`src/rtl/measure_sequencer.sv`:
```
// measure_sequencer
// Master timing generator for one Raman acquisition. It owns the point, shot
// and save-block counters that every downstream block decodes. It also
// derives the laser trigger and the ADC sample window from those counters,
// and it hands each finished block to the memory dumper through a req/ack
// handshake.
//
// Counters only wrap at their terminal values, so no overflow path exists.
// All decoded outputs are pure functions of the registered state and the
// registered counters. They therefore change only after a clock edge or an
// asynchronous reset, never in response to an input within the same cycle.

module measure_sequencer #(
  parameter int POINTS   = 1000,  // sample points per shot, 1..1500
  parameter int TAIL     = 60,    // guard cycles after last point, >= 51
  parameter int MEASURES = 1000,  // shots per block, 1..131072
  parameter int SAVES    = 2,     // blocks per acquisition, 1..16
  parameter int PULSE_W  = 4      // laser trigger width, 1..POINTS
) (
  input  logic        clk,
  input  logic        rst_n,
  input  logic        start,
  input  logic        stop,
  input  logic        save_ack,
  output logic [10:0] cnt_point,
  output logic [16:0] cnt_measure,
  output logic [3:0]  cnt_save,
  output logic        laser_trig,
  output logic        sample_en,
  output logic        save_req,
  output logic        busy,
  output logic        done
);

  // Shot period and terminal counter values, sized to the counter widths so
  // every comparison below is width-matched.
  localparam int          PERIOD    = POINTS + TAIL;
  localparam logic [10:0] PT_LAST   = 11'(PERIOD - 1);
  localparam logic [10:0] PT_POINTS = 11'(POINTS);
  localparam logic [10:0] PT_PULSE  = 11'(PULSE_W);
  localparam logic [16:0] MS_LAST   = 17'(MEASURES - 1);
  localparam logic [3:0]  SV_LAST   = 4'(SAVES - 1);

  typedef enum logic [1:0] {
    ST_IDLE = 2'd0,
    ST_RUN  = 2'd1,
    ST_SAVE = 2'd2,
    ST_DONE = 2'd3
  } state_t;

  state_t      state_q,   state_d;
  logic [10:0] point_q,   point_d;
  logic [16:0] measure_q, measure_d;
  logic [3:0]  save_q,    save_d;

  // Terminal-count flags used by the RUN and SAVE transitions.
  logic shot_end_s;
  logic block_end_s;
  logic last_save_s;

  assign shot_end_s  = (point_q == PT_LAST);
  assign block_end_s = shot_end_s && (measure_q == MS_LAST);
  assign last_save_s = (save_q == SV_LAST);

  // State and counter registers; async reset returns everything to IDLE/0.
  always_ff @(posedge clk or negedge rst_n) begin
    if (!rst_n) begin
      state_q   <= ST_IDLE;
      point_q   <= 11'd0;
      measure_q <= 17'd0;
      save_q    <= 4'd0;
    end else begin
      state_q   <= state_d;
      point_q   <= point_d;
      measure_q <= measure_d;
      save_q    <= save_d;
    end
  end

  // Next-state and counter update. stop overrides everything. Otherwise each
  // state decides how the counters advance, hold or clear.
  always_comb begin
    state_d   = state_q;
    point_d   = point_q;
    measure_d = measure_q;
    save_d    = save_q;

    if (stop) begin
      // Abort: drop any pending save request and clear every counter.
      state_d   = ST_IDLE;
      point_d   = 11'd0;
      measure_d = 17'd0;
      save_d    = 4'd0;
    end else begin
      case (state_q)
        ST_IDLE: begin
          // Counters are pinned at zero while idle.
          point_d   = 11'd0;
          measure_d = 17'd0;
          save_d    = 4'd0;
          if (start) begin
            state_d = ST_RUN;
          end else begin
            state_d = ST_IDLE;
          end
        end

        ST_RUN: begin
          if (block_end_s) begin
            // Last point of the last shot: the block is complete.
            state_d   = ST_SAVE;
            point_d   = 11'd0;
            measure_d = 17'd0;
          end else if (shot_end_s) begin
            point_d   = 11'd0;
            measure_d = measure_q + 17'd1;
          end else begin
            point_d   = point_q + 11'd1;
          end
        end

        ST_SAVE: begin
          // The shot counters stay at zero, so the switch-controller pair
          // cannot reappear while the dumper drains the block.
          point_d   = 11'd0;
          measure_d = 17'd0;
          if (save_ack) begin
            if (last_save_s) begin
              state_d = ST_DONE;
            end else begin
              state_d = ST_RUN;
              save_d  = save_q + 4'd1;
            end
          end else begin
            state_d = ST_SAVE;
          end
        end

        ST_DONE: begin
          // Counters hold their final values until a new acquisition starts.
          if (start) begin
            state_d   = ST_RUN;
            point_d   = 11'd0;
            measure_d = 17'd0;
            save_d    = 4'd0;
          end else begin
            state_d = ST_DONE;
          end
        end

        default: begin
          state_d   = ST_IDLE;
          point_d   = 11'd0;
          measure_d = 17'd0;
          save_d    = 4'd0;
        end
      endcase
    end
  end

  // Counter outputs come straight from the registers.
  assign cnt_point   = point_q;
  assign cnt_measure = measure_q;
  assign cnt_save    = save_q;

  // Decoded outputs depend only on registered state and counters.
  assign laser_trig = (state_q == ST_RUN) && (point_q < PT_PULSE);
  assign sample_en  = (state_q == ST_RUN) && (point_q < PT_POINTS);
  assign save_req   = (state_q == ST_SAVE);
  assign busy       = (state_q == ST_RUN) || (state_q == ST_SAVE);
  assign done       = (state_q == ST_DONE);

endmodule

```
`config.mk`:
```
export PLATFORM = sky130hd
export DESIGN_NAME = measure_sequencer
export DESIGN_NICKNAME = d
export VERILOG_FILES = /design/src/rtl/measure_sequencer.sv
export SDC_FILE = /design/constraint.sdc
export NUM_CORES = 1
export LEC_CHECK = 0
export ABC_AREA = 0
export CAP_MARGIN = 10
export CORE_MARGIN = 10
export CORE_UTILIZATION = 52
export DETAILED_ROUTE_END_ITERATION = 8
export PLACE_DENSITY_LB_ADDON = 0.12
export REMOVE_ABC_BUFFERS = 1
export SYNTH_ARGS = -nofsm -noshare
export SYNTH_HDL_FRONTEND = slang
export SYNTH_SLANG_ARGS = --single-unit
```
`constraint.sdc`:
```
create_clock -name clk -period 2.75 [get_ports clk]
set_input_delay 0.55 -clock clk [delete_from_list [all_inputs] [get_ports clk]]
set_output_delay 0.55 -clock clk [all_outputs]
set_load 0.05 [all_outputs]
```
# Yosys cells after proc, flatten, opt, wreduce, memory -nomap -nowiden
# Cells that the tools add are included.
# word_totals
ff_bits	34
latch_bits	0
ram_bits	0
romBits	0
inputBits	5
word_cells	51
mem_count	0
# classes
addsub	3
multipliers	0
div_mod_pow	0
magnitude_cmp	2
eq_ne	11
n_shift	0
n_mux	22
bitwise	0
reduce_logical	9
# ops
op	count
2-to-1 mux 17 bit	4
case mux 17 bit (3 select lines)	1
2-to-1 mux 11 bit	4
case mux 11 bit (3 select lines)	1
adder 17 x 1 -> 17 bit, second input constant	1
equality test 17 x 10 -> 1 bit, second input constant	1
2-to-1 mux 4 bit	4
inequality test 3 bit, second input constant	4
case mux 4 bit (3 select lines)	1
adder 11 x 1 -> 11 bit, second input constant	1
equality test 11 bit, second input constant	1
< comparator 11 x 10 -> 1 bit, second input constant	1
< comparator 11 x 3 -> 1 bit, second input constant	1
2-to-1 mux 2 bit	5
case mux 2 bit (4 select lines)	1
adder 4 x 1 -> 4 bit, second input constant	1
equality test 2 bit, second input constant	2
equality test 4 x 1 -> 1 bit, second input constant	1
inequality test 4 bit, second input constant	1
AND reduction 4 bit	1
nonzero test 4 bit	1
logical AND 1 bit	3
equality test 2 x 1 -> 1 bit, second input constant	1
zero test 2 bit	1
other kinds (4)	4

# Logic depth before layout (Yosys ltp)
# Gate-level depths: netlist of run 1.
# logic_depth
ltp_word	5
mapped_depth	8
depth_no_buf	7

# Worst setup path before layout of run 1
# Ideal clock, no wire load.
# synth_timing
kind	reg-to-output
startpoint	reg point_q[2] (netlist: cnt_point[2])
endpoint	out laser_trig
arrival_time_ns	2.761
t_required_ns	2.200
setup_slack_ns	-0.561
stages_incl_launch_ff	3
n_path_buf	0
path_cell_list	dfrtp_1 or4_4 nor4_1
# synth_between
elab_chain_cells	2
# synth_lines
element	line_no	text
start: declaration	52	logic [10:0] point_q, point_d;
start signal: assignment	74	point_q <= point_d;
< comparator 11 x 3 -> 1 bit	167	assign laser_trig = (state_q == ST_RUN) && (point_q < PT_PULSE);
logical AND 1 bit	167	
end: declaration	28	output logic laser_trig,
# Every way passes these cells.

# Final worst setup path of run 1
# layout_timing
startpoint	reg point_q[6] (netlist: cnt_point[6])
endpoint	out laser_trig
# The elaborated chain is that of the path after synthesis.

==> results of run 1 <==
## layer usage
metal	share of wire [%]	wire, um
met5	0	0
met4	1.1	62
met3	6.1	331
met2	47	2560
met1	46	2510
## stage by stage
stage,instance area [sq um],util [%]
2_1_floorplan,2090,-
3_3_place_gp,2630,66.2
3_5_place_dp,2630,66.2
4_1_cts,2710,68.2
5_1_grt,2710,68.2
6_report,2710,68.2
## critical path: stages, from the launching register on
cell and delay (ns):
dfrtp_1 0.44, or4_4 0.53, nor4_1 0.53, buf_12 0.21
## cell usage in the layout (no fill, tap or decap), types with 5 or more instances in the layout
master            n
o21ai_0          14
and3_1           10
clkbuf_8          5
inv_1             9
nor3_1            5
buf_4             8
nor2_1           22
a21o_1            8
nand3_1          14
nand2b_1          5
nand4_1           7
a21oi_1          13
ha_1              9
clkdlybuf4s50_1  39
nand2_1          19
dfrtp_1          34
nor4_1            7
o31ai_1           6
xnor2_1           5
## flip-flops by register name, indices dropped and copies added, names as in the netlist
signal / cells
state_q: 2
cnt_save: 4
cnt_measure: 17
cnt_point: 11
## kinds of logic (layout without fill, tap and decap cells)
kind of cell,count (synthesis),count (layout),share of synthesized area (%)
AOI/OAI and AO/OA,56,56,18.4
xor gates and xnor gates,8,8,3.31
adders and majority gates,9,9,5.32
buffers and inverters,16,65,3.07
DFF,34,34,40.2
muxes,2,2,1.00
and+or+nand+nor,112,112,28.7
## layout make-up
type	count	area, sq um
timing repair buffer	49	483
inverter	9	33.8
fill	363	1260
multi-input combinational	187	1200
sequential	34	851
clock buffer	5	68.8
clock inverter	2	10.0
tap	50	62.6
## power by group
group	internal, uW	total [uW]	switching (uW)
logic	57.5	166	108
clock network	170	356	186
registers	505	513	7.61
## what timing repair did
item | 4_1_cts | 5_1_grt
resized for setup | 0 | 1
endpoints found under the hold margin | 0 | 0
setup endpoints to repair | 0 | 1
hold buffers | 0 | 0
## worst paths after layout
check	start	end	slack (ns)
worst min-delay path	cnt_measure[16]	cnt_measure[16]	0.55
worst min register to register	cnt_measure[16]	cnt_measure[16]	0.55
max in group asynchronous	rst_n	cnt_save[0]	1.77
min in group asynchronous	rst_n	cnt_point[5]	0.67
worst max-delay path	cnt_point[6]	laser_trig	0.20
worst max register to register	cnt_point[6]	cnt_measure[9]	0.33
==> results.yml, run 1 <==
drt:
  first_iter_violations: 167
  dr.pass1.iters: 4
  drc: 0
  viasPerCell: 5.88
  vias: 1976
  ant_nets: 0
  wl_per_cell_um: 16.3
  wirelength_mm: 5.46
logic_synthesis:
  synth.top_cell.area_share_pct: 40.2
  yosysTopAreaCell: "dfrtp_1"
  synthTopCellsByCount: "dfrtp_1 (34), nor2_1 (22), nand2_1 (19)"
  syn-mean-instance-area_sq_um: 8.93
  synthMostInstantiatedCell: "dfrtp_1"
  synth.area.top_cells: "dfrtp_1 (40%), ha_1 (5.3%), nor2_1 (3.9%), nand2_1 (3.4%), nand3_1 (3.3%)"
  async_flop_share_pct: 100
  yosys_most_used_dff: "dfrtp_1"
  synthCells: 237
  netlist_area_sq_um: 2120
  synth-seq-cells: 34
  synth_warnings: 0
  synth_edf_count: 0
  yosysSeqAreaShare_pct: 40.2
  synth.distinct_cells: 45
timing:
  setup_viol: 0
  slew-limit-headroom_pct: 62.8
  worstMarginPinSlew_ns: 0.554
  hold_ws_ns: 0.548
  fmax_mhz: 392
  rsz0062_at_grt: "false"
  tns_ns: 0
  fin_ws_ns: 0.199
  finalCriticalPeriod_ns: 2.55
  fin_crit_sh_pct: 92.8
  maxSlewViolCount: 0
  hold_viol: 0
  fin_skew_ns: 0.00333
critical_path:
  setup.worst_path.class: "register to primary output"
  required_ns: 2.20
  critPathCaptureType: "primary output"
  critPathMaxFanout: 6
  rr_worst_depth: 6
  cp-start-kind: "register"
  cp.arrival_ns: 2.00
pwr:
  leakage_uw: 0.00118
  total_power_uw: 1030
  p_per_area_nw_per_um2: 382
  max-vdd-ir-drop_mv: 0.259
cts:
  cts_buffers: 5
  cts_setup_buffers: 0
  clk_latency_ns: 0.29
  cts_sinks: 34
  cts_root_buf: "clkbuf_8"
  tritoncts: "done"
  cts.htree.levels: 2
  clk_path_buf_depth: 2
  cts.reportedPaths.clkPinSlew_ns: 0.07
placement:
  globalplace.congestion: 0.844
  place_inst: 329
  place_hpwl_mm: 4.02
  pre_cts_ws_ns: 0.349
  port-buffer-count: 41
worst_hold_path:
  hold_path.class: "register to register"
  hold_depth: 1
global_routing:
  grt_max_degree: 35
  grt_pass1_wl_mm: 9.34
  grt_pass1_vias: 1942
  grt-ovfl-total: 0
  grt.busiest_layer: "met2"
  grt_usage_pct: 15.7
  grt_antenna_before_repair: 0
  use_met2_pct: 24.7
  grt_use_met3_pct: 5.76
  grt_use_met1_pct: 19.7
finish:
  finalNetCount: 300
  antenna_cells: 0
  fin_cells: 336
  synthToLayoutAreaGrowth_pct: 28.0
  layout-drive-gt1-share_pct: 8.04
floorplan:
  initial_core_util_pct: 53.3
  ios: 42
  core_area_sq_um: 3970
  dieArea_sq_um: 7020
  die_w_um: 83.8
  row_count: 23
  die_height_um: 83.8
outcome:
  status: "completed"
job:
  cap_violations: 0
Power figures use the tool's default switching activity.
==> run 2, diff against run 1 <==
==> constraint.sdc (replaced) <==
create_clock -name clk -period 2.75 [get_ports clk]
set_input_delay 0.4125 -clock clk [delete_from_list [all_inputs] [get_ports clk]]
set_output_delay 0.4125 -clock clk [all_outputs]
set_load 0.05 [all_outputs]
==> results.yml, run 2 (same netlist as run 1, synthesis figures left out) <==
finish:
  layout-drive-gt1-share_pct: 8.04
  stdcell_area_sq_um: 2700
  antenna_cells: 0
  finalNetCount: 300
  largest_reg_flops: 17
  synthToLayoutAreaGrowth_pct: 27.3
  layout_commonest_cell: "clkdlybuf4s50_1"
  layout_common_cells: "clkdlybuf4s50_1 (40), dfrtp_1 (34), nor2_1 (22)"
  fin_util_pct: 67.9
cts:
  tritoncts: "done"
  cts_hold_buf: 0
  clk_latency_ns: 0.29
  post_cts_resized: 0
  cts.htree.levels: 2
  cts_sinks: 34
  clk_path_buf_depth: 2
  cts.reportedPaths.clkPinSlew_ns: 0.08
  cts_buffers: 5
  cts_setup_buffers: 0
  cts_root_buf: "clkbuf_8"
global_routing:
  grt_pass1_vias: 1868
  grt_max_degree: 35
  grt-ovfl-total: 0
  grt_antenna_before_repair: 0
  grt_pass1_wl_mm: 9.29
  grt_usage_pct: 15.6
drt:
  dr.pass1.iters: 4
  vias: 1948
  ant_nets: 0
  drc: 0
  wl_per_cell_um: 16.3
  first_iter_violations: 135
  wirelength_mm: 5.47
  viasPerCell: 5.80
critical_path:
  cp-start-kind: "register"
  required_ns: 2.34
  critPathMaxFanout: 5
  cp.arrival_ns: 2.11
  r2r_slack_ns: 0.35
  critPathCaptureType: "primary output"
  setup.worst_path.class: "register to primary output"
pwr:
  max-vdd-ir-drop_mv: 0.352
  leakage_uw: 0.00116
  p_per_area_nw_per_um2: 383
floorplan:
  ios: 42
  die_w_um: 83.8
  dieArea_sq_um: 7020
  initial_core_util_pct: 53.3
  row_count: 23
  die_height_um: 83.8
  core_area_sq_um: 3970
timing:
  maxSlewViolCount: 0
  fin_skew_ns: 0.00916
  fin_crit_sh_pct: 91.8
  finalCriticalPeriod_ns: 2.52
  fmax_mhz: 396
  hold_viol: 0
  rsz0062_at_grt: "false"
  setup_viol: 0
  fin_ws_ns: 0.226
  worstMarginPinSlew_ns: 0.562
  slew-limit-headroom_pct: 62.5
placement:
  place_area_sq_um: 2620
  place_hpwl_mm: 3.97
  globalplace.congestion: 0.860
  port-buffer-count: 41
  pre_cts_ws_ns: 0.361
worst_hold_path:
  hold_path.class: "primary input to asynchronous set/reset pin"
job:
  cap_violations: 0
outcome:
  status: "completed"
[run 2: cell types whose count changed in the layout (fill, tap and decap cells not counted)]
cell             change
buf_12               -1
buf_4                +1
clkdlybuf4s50_1      +1
dlymetal6s2s_1       -1
[run 2: worst paths after layout]
path                                       from               to  depth (start not counted)
worst min-delay path                      rst_n   cnt_measure[0]                          2
worst max register to register     cnt_point[6]   cnt_measure[9]                          6
min in group clk                cnt_measure[16]  cnt_measure[16]                          1
max in group asynchronous                 rst_n   cnt_measure[7]                          2
worst max-delay path                 state_q[1]        sample_en                          5
worst min register to register  cnt_measure[16]  cnt_measure[16]                          1
[run 2: layout make-up]
| class | instances | area (sq um) |
|---|---|---|
| tap | 50 | 62.6 |
| clock inverter | 2 | 10.0 |
| timing repair buffer | 49 | 468 |
| inverter | 9 | 33.8 |
| multi-input combinational | 187 | 1200 |
| clock buffer | 5 | 68.8 |
| sequential | 34 | 851 |
| fill | 345 | 1280 |
[run 2: metrics by stage]
step | cells | power (uW) | setup TNS (ns) | hold slack [ns]
floorplan | 230 | 621 | -0.423 | 0.117
global placement | 329 | 682 | 0 | 0.530
detailed placement | 329 | 684 | 0 | 0.531
CTS | 336 | 1040 | 0 | 0.545
global route | 336 | 1070 | 0 | 0.577
finish | 336 | 1030 | 0 | 0.528
[run 2: worst max-delay path, cell delays in order (launching register included)]
cell and delay (ns):
dfrtp_1 0.40, inv_1 0.14, ha_1 0.26, nand2b_1 0.10, nor2_1 0.11, clkdlybuf4s50_1 0.81
[run 2: power by group]
group / internal [uW] / switching, uW
Combinational: 53.6 / 107
Sequential: 505 / 7.82
Clock: 170 / 187
[run 2: layer usage]
| layer | track usage (%) | routed length (um) | vias to the layer above |
|---|---|---|---|
| met1 | 20.2 | 2540 | 912 |
| li1 | - | - | 967 |
| met3 | 4.88 | 371 | 9 |
| met5 | 0 | 0 | - |
| met4 | 5.63 | 87 | 0 |
| met2 | 23.6 | 2470 | 60 |
